File: src/rtl/instruction_sequencer.sv
// Microcode sequencer: fetches from a synchronous instruction RAM, forwards datapath
// opcodes to the MasterController bus and executes loop/wait/halt opcodes internally.
module instruction_sequencer #(
  parameter int depth     = 2,
  parameter int D         = 1 << depth,
  parameter int W         = 16,
  parameter int insW      = (depth > 2) ? depth : 2,
  parameter int insD      = (D > W) ? D : W,
  parameter int insWidth  = 4 + 2 + 2 * insW + insD,
  parameter int PcW       = 10,
  parameter int LoopDepth = 2
) (
  input  logic                CLK,
  input  logic                RST,
  input  logic                start,
  input  logic [PcW-1:0]      startAddr,
  input  logic                abort,
  output logic [PcW-1:0]      imemAddr,
  output logic                imemEn,
  input  logic [insWidth-1:0] imemData,
  output logic [insWidth-1:0] instruction,
  output logic                busy,
  output logic                done,
  output logic                error
);

  localparam int SpW  = $clog2(LoopDepth + 1);
  localparam int StkN = 1 << SpW;

  localparam logic [3:0] OP_NOP   = 4'b0100;
  localparam logic [3:0] OP_LOOP  = 4'b0101;
  localparam logic [3:0] OP_ENDL  = 4'b0110;
  localparam logic [3:0] OP_HALT  = 4'b0111;
  localparam logic [3:0] OP_WAIT  = 4'b1101;
  localparam logic [insWidth-1:0] NOP_WORD = {OP_NOP, {(insWidth-4){1'b0}}};

  typedef enum logic [2:0] {S_IDLE, S_FETCH, S_EXEC, S_WAIT, S_DONE} state_t;

  state_t              state_q, state_d;
  logic [PcW-1:0]      pc_q, pc_d;
  logic [SpW-1:0]      sp_q, sp_d;
  logic [PcW-1:0]      stk_start_q [StkN];
  logic [PcW-1:0]      stk_start_d [StkN];
  logic [insD-1:0]     stk_cnt_q [StkN];
  logic [insD-1:0]     stk_cnt_d [StkN];
  logic [insD-1:0]     wait_cnt_q, wait_cnt_d;
  logic [insWidth-1:0] instr_q, instr_d;
  logic                busy_q, busy_d;
  logic                error_q, error_d;

  logic [3:0]          opcode;
  logic [insD-1:0]     count;
  logic [SpW-1:0]      sp_top;
  logic [PcW-1:0]      pc_inc;
  logic                advance;

  assign opcode = imemData[insWidth-1 -: 4];
  assign count  = imemData[insD-1:0];
  assign sp_top = sp_q - SpW'(1);
  assign pc_inc = pc_q + PcW'(1);

  always_comb begin
    state_d     = state_q;
    pc_d        = pc_q;
    sp_d        = sp_q;
    stk_start_d = stk_start_q;
    stk_cnt_d   = stk_cnt_q;
    wait_cnt_d  = wait_cnt_q;
    instr_d     = NOP_WORD;
    busy_d      = busy_q;
    error_d     = error_q;
    imemEn      = 1'b0;
    imemAddr    = '0;
    done        = (state_q == S_DONE);
    advance     = 1'b0;

    if (abort && state_q != S_IDLE) begin
      state_d = S_IDLE;
      busy_d  = 1'b0;
      sp_d    = '0;
    end else begin
      case (state_q)
        S_IDLE: begin
          if (start) begin
            pc_d    = startAddr;
            error_d = 1'b0;
            busy_d  = 1'b1;
            sp_d    = '0;
            state_d = S_FETCH;
          end
        end
        S_FETCH: begin
          imemEn   = 1'b1;
          imemAddr = pc_q;
          state_d  = S_EXEC;
        end
        S_EXEC: begin
          state_d = S_FETCH;
          advance = 1'b1;
          case (opcode)
            OP_NOP: ;
            OP_HALT: begin
              state_d = S_DONE;
              advance = 1'b0;
            end
            OP_WAIT: begin
              wait_cnt_d = count;
              if (count != '0) state_d = S_WAIT;
            end
            OP_LOOP: begin
              if (sp_q == SpW'(LoopDepth)) begin
                error_d = 1'b1;
                state_d = S_DONE;
                advance = 1'b0;
              end else begin
                // stored count is remaining repeats, so LOOP 0 and LOOP 1 both run once
                stk_start_d[sp_q] = pc_inc;
                stk_cnt_d[sp_q]   = (count == '0) ? '0 : count - insD'(1);
                sp_d              = sp_q + SpW'(1);
              end
            end
            OP_ENDL: begin
              if (sp_q == '0) begin
                error_d = 1'b1;
                state_d = S_DONE;
                advance = 1'b0;
              end else if (stk_cnt_q[sp_top] != '0) begin
                stk_cnt_d[sp_top] = stk_cnt_q[sp_top] - insD'(1);
                pc_d              = stk_start_q[sp_top];
                advance           = 1'b0;
              end else begin
                sp_d = sp_top;
              end
            end
            default: instr_d = imemData;
          endcase
          if (advance) begin
            if (pc_q == '1) begin
              error_d = 1'b1;
              state_d = S_DONE;
            end else begin
              pc_d = pc_inc;
            end
          end
        end
        S_WAIT: begin
          wait_cnt_d = wait_cnt_q - insD'(1);
          if (wait_cnt_q == insD'(1)) state_d = S_FETCH;
        end
        S_DONE: begin
          busy_d  = 1'b0;
          sp_d    = '0;
          state_d = S_IDLE;
        end
        default: state_d = S_IDLE;
      endcase
    end
  end

  always_ff @(posedge CLK) begin
    if (RST) begin
      state_q    <= S_IDLE;
      pc_q       <= '0;
      sp_q       <= '0;
      wait_cnt_q <= '0;
      instr_q    <= NOP_WORD;
      busy_q     <= 1'b0;
      error_q    <= 1'b0;
      for (int i = 0; i < StkN; i++) begin
        stk_start_q[i] <= '0;
        stk_cnt_q[i]   <= '0;
      end
    end else begin
      state_q     <= state_d;
      pc_q        <= pc_d;
      sp_q        <= sp_d;
      wait_cnt_q  <= wait_cnt_d;
      instr_q     <= instr_d;
      busy_q      <= busy_d;
      error_q     <= error_d;
      stk_start_q <= stk_start_d;
      stk_cnt_q   <= stk_cnt_d;
    end
  end

  assign instruction = instr_q;
  assign busy        = busy_q;
  assign error       = error_q;

endmodule
File: config.mk
export PLATFORM = sky130hd
export DESIGN_NAME = instruction_sequencer
export DESIGN_NICKNAME = d
export VERILOG_FILES = /design/src/rtl/instruction_sequencer.sv
export SDC_FILE = /design/constraint.sdc
export NUM_CORES = 1
export LEC_CHECK = 0
export ABC_AREA = 1
export BUFFER_PORTS_ARGS = -buffer_cell sky130_fd_sc_hd__buf_2
export CORE_ASPECT_RATIO = 1.1
export CORE_UTILIZATION = 65
export CTS_CLUSTER_DIAMETER = 150
export DETAILED_ROUTE_END_ITERATION = 16
export PLACE_DENSITY = 0.86
export SLEW_MARGIN = 10
export SYNTH_ARGS = -nofsm -noshare
export SYNTH_HDL_FRONTEND = slang
export SYNTH_SLANG_ARGS = --single-unit
File: constraint.sdc
create_clock -name CLK -period 8.14 [get_ports CLK]
set_clock_uncertainty 0.05 [all_clocks]
set_input_delay 1.628 -clock CLK [delete_from_list [all_inputs] [get_ports CLK]]
set_output_delay 1.628 -clock CLK [all_outputs]
set_load 0.1 [all_outputs]
# == Word-level counts from Yosys, hierarchy flattened ==
# Index checks and enable logic that the tools add are counted.
# op_classes
n_reduce_logical,23
n_mux,63
n_addsub,6
bitwise,5
n_eq_ne,22
order_cmp,4
# ops
operator,count
$mux 64,3
$bwmux 64,2
$pmux 64 s2,1
$mux 10,11
$mux 16,6
$demux 16 s2,2
$sub 16x1->16 const B,3
$bwmux 40,1
$bmux 16 s2,1
$pmux 16 s2,1
$reduce_bool 16->1,2
$pmux 3 s4,2
$bmux 10 s2,1
$demux 10 s2,1
$pmux 10 s2,1
$mux 3,6
$eq 16x1->1 const B,1
$eq 4x3->1 const B,4
$logic_not 16->1,1
$mux 1,13
$reduce_and 6->1,2
$add 10x1->10 const B,1
$eq 10x10->1 const B,1
$mux 2,5
29 further kinds,51
# totals
elab_cells,138
ff_bits,163
in_bits,40
output_inout_bits,40

# == Depth between registers and ports, before layout ==
# Gate-level depths: netlist (run 1).
# logic_depth
word_depth,13
depth_mapped,24
mapped_depth_nobuf,18

# == Worst setup path before layout (run 1) ==
# No wires, ideal clock.
# synth_path
kind,input to output
startpoint,in abort
endpoint,out imemAddr[0]
path_stages,3
arrival_time_ns,4.608
path_slack_ns,1.854
n_path_buf,0
t_required_ns,6.462
path_cell_list,nor2_1 inv_1 nor2_1
# synth_via
elab_chain_cells,2
# synth_rtl
item,line,source
start: declaration,17,"input logic abort,"
$logic_and 1x1->1,77,if (abort && state_q != S_IDLE) begin
$mux 10,77,
end: declaration,18,"output logic [PcW-1:0] imemAddr,"
# No other way between the ends.

# == Worst setup path after layout (run 1) ==
# layout_path
startpoint,reg sp_q[0]
endpoint,reg stk_cnt_q[1] (netlist name)
# layout_via
elab_chain_cells,10
elab_cells_between_ends,30
cone_classes,add/sub (2); order compare (4); eq/ne (4); mux (13); bitwise (2); reduce/logical (5)
# layout_rtl
item,line,source
start: declaration,41,"logic [SpW-1:0] sp_q, sp_d;"
start signal: assignment,176,sp_q <= sp_d;
$sub 2x1->2,59,assign sp_top = sp_q - SpW'(1);
$not 2->3 (not written as such),"127, 128",
$bmux 16 s2 (tied with other cells),"127, 128",
$mux 16 (not written as such) or $logic_and 1x1->1 (tied branches),"127, 128",
"$mux 16, on equally long branches","127, 128",
$sub 16x1->16 or $demux 16 s2 (tied branches),128,stk_cnt_d[sp_top] = stk_cnt_q[sp_top] - insD'(1);
$bwmux 64,128,
$mux 64,127,end else if (stk_cnt_q[sp_top] != '0) begin
$mux 64,123,if (sp_q == '0) begin
$pmux 64 s2,100,case (opcode)
end signal: assignment,182,stk_cnt_q <= stk_cnt_d;
end: declaration,44,logic [insD-1:0] stk_cnt_q [StkN];
# Parallel ways exist; a longest one is shown, timed or not. The select of a mux whose other input is x is not followed.
# A chain may end at the register's enable or synchronous reset.

==> impl_metrics.toml, run 1 <==
[finish]
final_cell_mix = "298 x nand2_1, 275 x nor2_1, 163 x dfxtp_1"
fillers = 1159
multi_input_area_um2 = 4850
finalNonFillerCells = 1638
seq_area_um2 = 3260
drive_above_1_share_pct = 10.5
final_common_cell = "nand2_1"
fin_nets = 1492
insertedDiodeCount = 0
area_growth_syn_to_layout_pct = 9.87

[logic_synthesis]
synth_compound_area_share_pct = 16.5
avgSynthCellArea_um2 = 6.39
syn_area_um2 = 8970
synthXorXnorAreaFrac_pct = 2.63
synth_top_family_by_area = "simple AND/OR/NAND/NOR gates"
synth_ff_type = "dfxtp_1"
synthCells = 1404
ys_ff_latch = 163
ys_types = 42
synth.area.mux_share_pct = 0
yosys_warnings = 0
ys_async_sr_fraction_pct = 0
synth_fa_ha_area_share_pct = 1.39
synthSimpleGateAreaFrac_pct = 33.5
ys_seq_area_share_pct = 36.4
synth_nets = 1454
synth_edf_count = 0

[critical_path]
critical_path_arrival_ns = 5.15
path_max_fanout = 65
critPathLaunchType = "register"
end_kind = "register"
critPathRequiredTime_ns = 8.42
crit_type = "reg2reg"

[clock_network]
cts_buffer_depth = 2
cts_tree = "done"
holdBufCountCts = 0
ctsResizeCount = 0
clock-sinks = 163
worstSkewPairLatency_ns = 0.43
clk_pin_slew_worst_paths_ns = 0.06
cts_setup_buffers = 0
clockRootBuffer = "clkbuf_16"
cts_buffers = 17
ctsHtreeMaxLevel = 4

[power_and_ir_drop]
p_switching_mw = 0.645
p_per_area_nw_per_um2 = 202
clockPowerShare_pct = 38.1
p_leak_nw = 4.65
irDropWorstVdd_uv = 175
netSwitchingFraction_pct = 32.4
p_seq_share_pct = 42.8
combinationalPowerShare_pct = 19.1
power.internal_mw = 1.35

[run_status]
status = "finished, final reports clean"

[detailed_routing]
vias_per_cell = 5.80
finalWirelength_um = 26000
drt-initial-drc-count = 1054
wl_per_cell_um = 15.9
firstDrtPassIters = 6
routed-via-count = 9503
drc = 0
ant_nets = 0

[timing]
setup_violations = 0
worstMarginPinSlew_ns = 1.21
fin_hold_ws_ns = 0.371
hold_violations = 0
fin_ws_ns = 3.26
rsz0062_at_grt = "no"
fin_crit_sh_pct = 59.9
fin_setup_tns_ns = 0
drv_slew = 0
max-slew-margin-rel_pct = 19.2
max_freq_mhz = 205
final.min_clock_period_ns = 4.88

[global_routing]
grt_usage_pct = 37.0
grt_max_degree = 86
grt_pass1_wl_um = 41800
overflow = 0
grt_pass1_vias = 8782
antenna_found_initial = 0

[placed_design]
hpwl_um = 17700
dp_slack_ns = 3.41
dpl.cell_count = 1607
gp_congestion = 0.986
io_buffers = 79

[floorplanning]
placementRows = 44
core_um2 = 13300
start_util_pct = 67.4
die_y_um = 125
die_w_um = 114
boundaryPins = 80
dieArea_um2 = 14300

[min_path]
hp-class = "reg2reg"

[flow_run]
max-cap-violations = 0
-- synth_stat cells, types with 8 or more instances --
cell type,number,share of area (%)
a21oi_1,93,5.2
clkbuf_1,35,1.5
nor2_1,275,12
nand2_1,298,12
xor2_1,20,2.0
nand3_1,101,5.6
o21ai_0,135,7.5
inv_2,9,0.38
buf_2,12,0.67
ha_1,10,1.4
dfxtp_1,163,36
nor3_1,9,0.50
inv_1,128,5.4
nand4_1,8,0.56
o22ai_1,28,2.0
-- registers in the layout, indices dropped and copies added (netlist names) --
name / flops
pc_q: 10
stk_start_q: 40
stk_cnt_q: 64
state_q: 3
sp_q: 2
busy: 1
error: 1
instruction: 26
wait_cnt_q: 16
-- power by group through the flow --
stage          combinational (mW)  sequential, mW  clock (mW)
2_1_floorplan               0.252           0.897           0
3_3_place_gp                0.364           0.869           0
3_5_place_dp                0.370           0.870           0
4_1_cts                     0.374           0.852       0.760
5_1_grt                     0.415           0.857       0.794
6_report                    0.381           0.854       0.758
-- final cells by class --
cell class	count	area share, %
clock buffer	19	4.49
multi-input combinational	1035	49.2
timing repair buffer	82	4.24
clock inverter	12	1.12
sequential	163	33.1
inverter	143	5.51
tap	184	2.33
-- worst max-delay path: stages, from the launching register on --
cell	delay [ns]
dfxtp_1	0.30
buf_4	0.44
inv_4	0.38
ha_1	0.88
clkinv_2	0.67
nand3_1	0.25
nand2_1	0.11
ha_1	0.24
nand3_2	0.13
nor2_1	0.06
nand2_1	0.08
nand2_2	0.08
nand2_4	0.09
nand2_8	0.08
nor2_4	0.31
inv_1	0.28
o21ai_0	0.22
nor2_1	0.05
-- stage by stage --
step | instance area, um2 | power [mW] | utilization [%]
2_1_floorplan | 8970 | 1.15 | -
3_3_place_gp | 9310 | 1.23 | 69.9
3_5_place_dp | 9310 | 1.24 | 69.9
4_1_cts | 9860 | 1.99 | 74.0
5_1_grt | 9860 | 2.07 | 74.0
6_report | 9860 | 1.99 | 74.0
-- logic make-up after synthesis --
family / count (synthesis)
adder cells (fa/ha/maj): 10
AO/OA/AOI/OAI: 278
XOR/XNOR: 27
buffers and inverters: 206
AND/OR/NAND/NOR: 720
flip-flops: 163
-- metal layers --
metal,vias to the layer above,routed length (um),GRT usage [%]
met4,0,1570,24.8
met2,541,12100,60.1
met3,127,2090,7.32
met1,4239,10200,44.1
li1,4596,-,-
met5,-,0,0
-- path summary, 6_finish.rpt --
path | start | to | slack (ns) | depth (start not counted)
worst max-delay path | sp_q[0]$_SDFFE_PP0P_ | stk_cnt_q[1]$_SDFFE_PP0P_ | 3.26 | 17
worst min-delay path | stk_start_q[10]$_SDFFE_PP0P_ | stk_start_q[10]$_SDFFE_PP0P_ | 0.37 | 2
worst max register to register | sp_q[0]$_SDFFE_PP0P_ | stk_cnt_q[1]$_SDFFE_PP0P_ | 3.26 | 17
worst min register to register | stk_start_q[10]$_SDFFE_PP0P_ | stk_start_q[10]$_SDFFE_PP0P_ | 0.37 | 2
No activity file was read; power rests on OpenSTA's default activity.
==> inputs of run 2 (changes only) <==
ABC_AREA = 0   (was 1)
CORE_UTILIZATION = 60   (was 65)
PLACE_DENSITY = 0.81   (was 0.86)
clock period = 5 ns   (was 8.14 ns; I/O delays follow)
==> run 2 against run 1 <==
Net effect:
- register-to-register slack worse by 2.2 ns
- sequential power up 57%
- final area decreased by 3.8%
- combinational power fell by 38%
- highest routed layer unchanged
- synthesized cell count is 27% lower
==> impl_metrics.toml, run 2 <==
[finish]
final_cell_mix = "201 x nor2_1, 162 x dfxtp_1, 87 x a21oi_1"
utilization_pct = 69.1
top_register = "stk_cnt_q"
fillers = 1152
final_common_cell = "nor2_1"
drive_above_1_share_pct = 16.3
largest_reg_flops = 64
fin_nets = 1116
insertedDiodeCount = 0
area_growth_syn_to_layout_pct = 12.5

[clock_network]
cts_buffers = 17
holdBufCountCts = 0
ctsHtreeMaxLevel = 4
cts_tree = "done"
cts_buffer_depth = 2
worstSkewPairLatency_ns = 0.43
cts_setup_buffers = 0
clk_pin_slew_worst_paths_ns = 0.07
clockRootBuffer = "clkbuf_16"
clock-sinks = 163
ctsResizeCount = 0

[global_routing]
grt_pass1_vias = 7422
grt_usage_pct = 32.8
grt_pass1_wl_um = 37300
antenna_found_initial = 0
grt_max_degree = 99
overflow = 0

[floorplanning]
dieArea_um2 = 14500
die_w_um = 115
die_y_um = 126
boundaryPins = 80
placementRows = 45
core_um2 = 13700
start_util_pct = 61.4

[min_path]
hp-class = "reg2reg"

[critical_path]
critPathRequiredTime_ns = 5.30
end_kind = "register"
path_max_fanout = 19
critPathLaunchType = "register"
crit_type = "reg2reg"
critical_path_arrival_ns = 4.24

[timing]
fin_ws_ns = 1.06
max_freq_mhz = 254
drv_slew = 0
max-slew-margin-rel_pct = 29.3
final.min_clock_period_ns = 3.94
hold_violations = 0
setup_violations = 0
fin_crit_sh_pct = 78.8
rsz0062_at_grt = "no"
fin_setup_tns_ns = 0
worstMarginPinSlew_ns = 1.06
fin_hold_ws_ns = 0.404

[run_status]
status = "finished, final reports clean"

[placed_design]
gp_congestion = 0.908
dp_slack_ns = 1.17
io_buffers = 79
hpwl_um = 15400

[logic_synthesis]
synthCells = 1026
avgSynthCellArea_um2 = 8.22
ys_async_sr_fraction_pct = 0
ys_seq_area_share_pct = 38.7
ys_types = 65
yosysTopAreaCellShare_pct = 38.7
yosysMostFrequentCell = "nor2_1"
synth_nets = 1076
ys_ff_latch = 163
yosysTopAreaCell = "dfxtp_1"
synth_common_cells = "201 x nor2_1, 163 x dfxtp_1, 89 x a21oi_1"
synth_edf_count = 0
synth.area.top_cells = "dfxtp_1 39%, nor2_1 8.9%, mux4_2 6.7%"
syn_area_um2 = 8430
yosys_warnings = 0
synth_ff_type = "dfxtp_1"

[detailed_routing]
firstDrtPassIters = 7
wl_per_cell_um = 18.0
finalWirelength_um = 22800
drt-initial-drc-count = 677
routed-via-count = 7885
vias_per_cell = 6.22
drc = 0
ant_nets = 0

[power_and_ir_drop]
irDropWorstVdd_uv = 212
p_leak_nw = 3.74
p_per_area_nw_per_um2 = 309

[flow_run]
max-cap-violations = 0
[run 2: cell types whose count changed in the layout (fill, tap and decap cells not counted), moves of 39 or more]
cell	delta
o21ai_0	-109
nand3_1	-82
nor2_1	-74
inv_1	-111
and2_1	+39
nand2_1	-213
[run 2: final cells by class]
type | count | area [um2] | share of cell area [%]
multi-input cells | 778 | 4830 | 50.9
flip-flops and latches | 163 | 3260 | 34.4
repair buffers | 90 | 480 | 5.06
clock buffers | 17 | 425 | 4.48
well taps | 188 | 235 | 2.48
clock inverters | 15 | 190 | 2.00
inverters | 16 | 60.1 | 0.633
[run 2: power by group]
group / internal (mW) / switching, mW
registers: 1.31 / 0.0241
logic: 0.0696 / 0.167
clock network: 0.762 / 0.602
total: 2.14 / 0.794
[run 2: cells by family (layout without fill, tap and decap cells)]
| group | count (synthesis) | after routing | synth area share (%) |
|---|---|---|---|
| AND/OR/NAND/NOR | 467 | 467 | 25.8 |
| AO/OA/AOI/OAI | 220 | 220 | 16.9 |
| flip-flops | 163 | 163 | 38.7 |
| buffers and inverters | 85 | 138 | 4.18 |
| multiplexers | 49 | 49 | 9.60 |
| XOR/XNOR | 32 | 32 | 3.32 |
| adder cells (fa/ha/maj) | 10 | 10 | 1.48 |
[run 2: final timing paths]
path | to | slack (ns) | startpoint | cells past startpoint
max | stk_cnt_q[62]$_SDFFE_PP0P_ | 1.06 | sp_q[1]$_SDFFE_PP0P_ | 11
min | stk_cnt_q[5]$_SDFFE_PP0P_ | 0.40 | stk_cnt_q[5]$_SDFFE_PP0P_ | 2
min reg2reg | stk_cnt_q[5]$_SDFFE_PP0P_ | 0.40 | stk_cnt_q[5]$_SDFFE_PP0P_ | 2
max reg2reg | stk_cnt_q[62]$_SDFFE_PP0P_ | 1.06 | sp_q[1]$_SDFFE_PP0P_ | 11
[run 2: per-layer routing]
layer	wire length [um]	GRT usage [%]
met2	10800	53.2
met3	1920	7.69
met1	9350	42.1
met4	726	13.5
met5	0	0
[run 2: per-stage QoR]
stage	power [mW]	instances	cell area, um2
after floorplan	1.52	1026	8440
after global placement	1.59	1235	8870
after detailed placement	1.59	1235	8870
after CTS	2.94	1267	9490
after global routing	3.02	1267	9490
final	2.94	1267	9490
[run 2: worst max-delay path, stage by stage, from the launching register on]
cell	delay, ns
dfxtp_1	0.38
inv_1	0.08
ha_1	0.61
buf_4	0.27
mux4_2	0.35
or4_4	0.47
nor4b_4	0.62
a31o_2	0.31
a21oi_2	0.12
buf_4	0.29
o221a_2	0.14
nor3_1	0.17
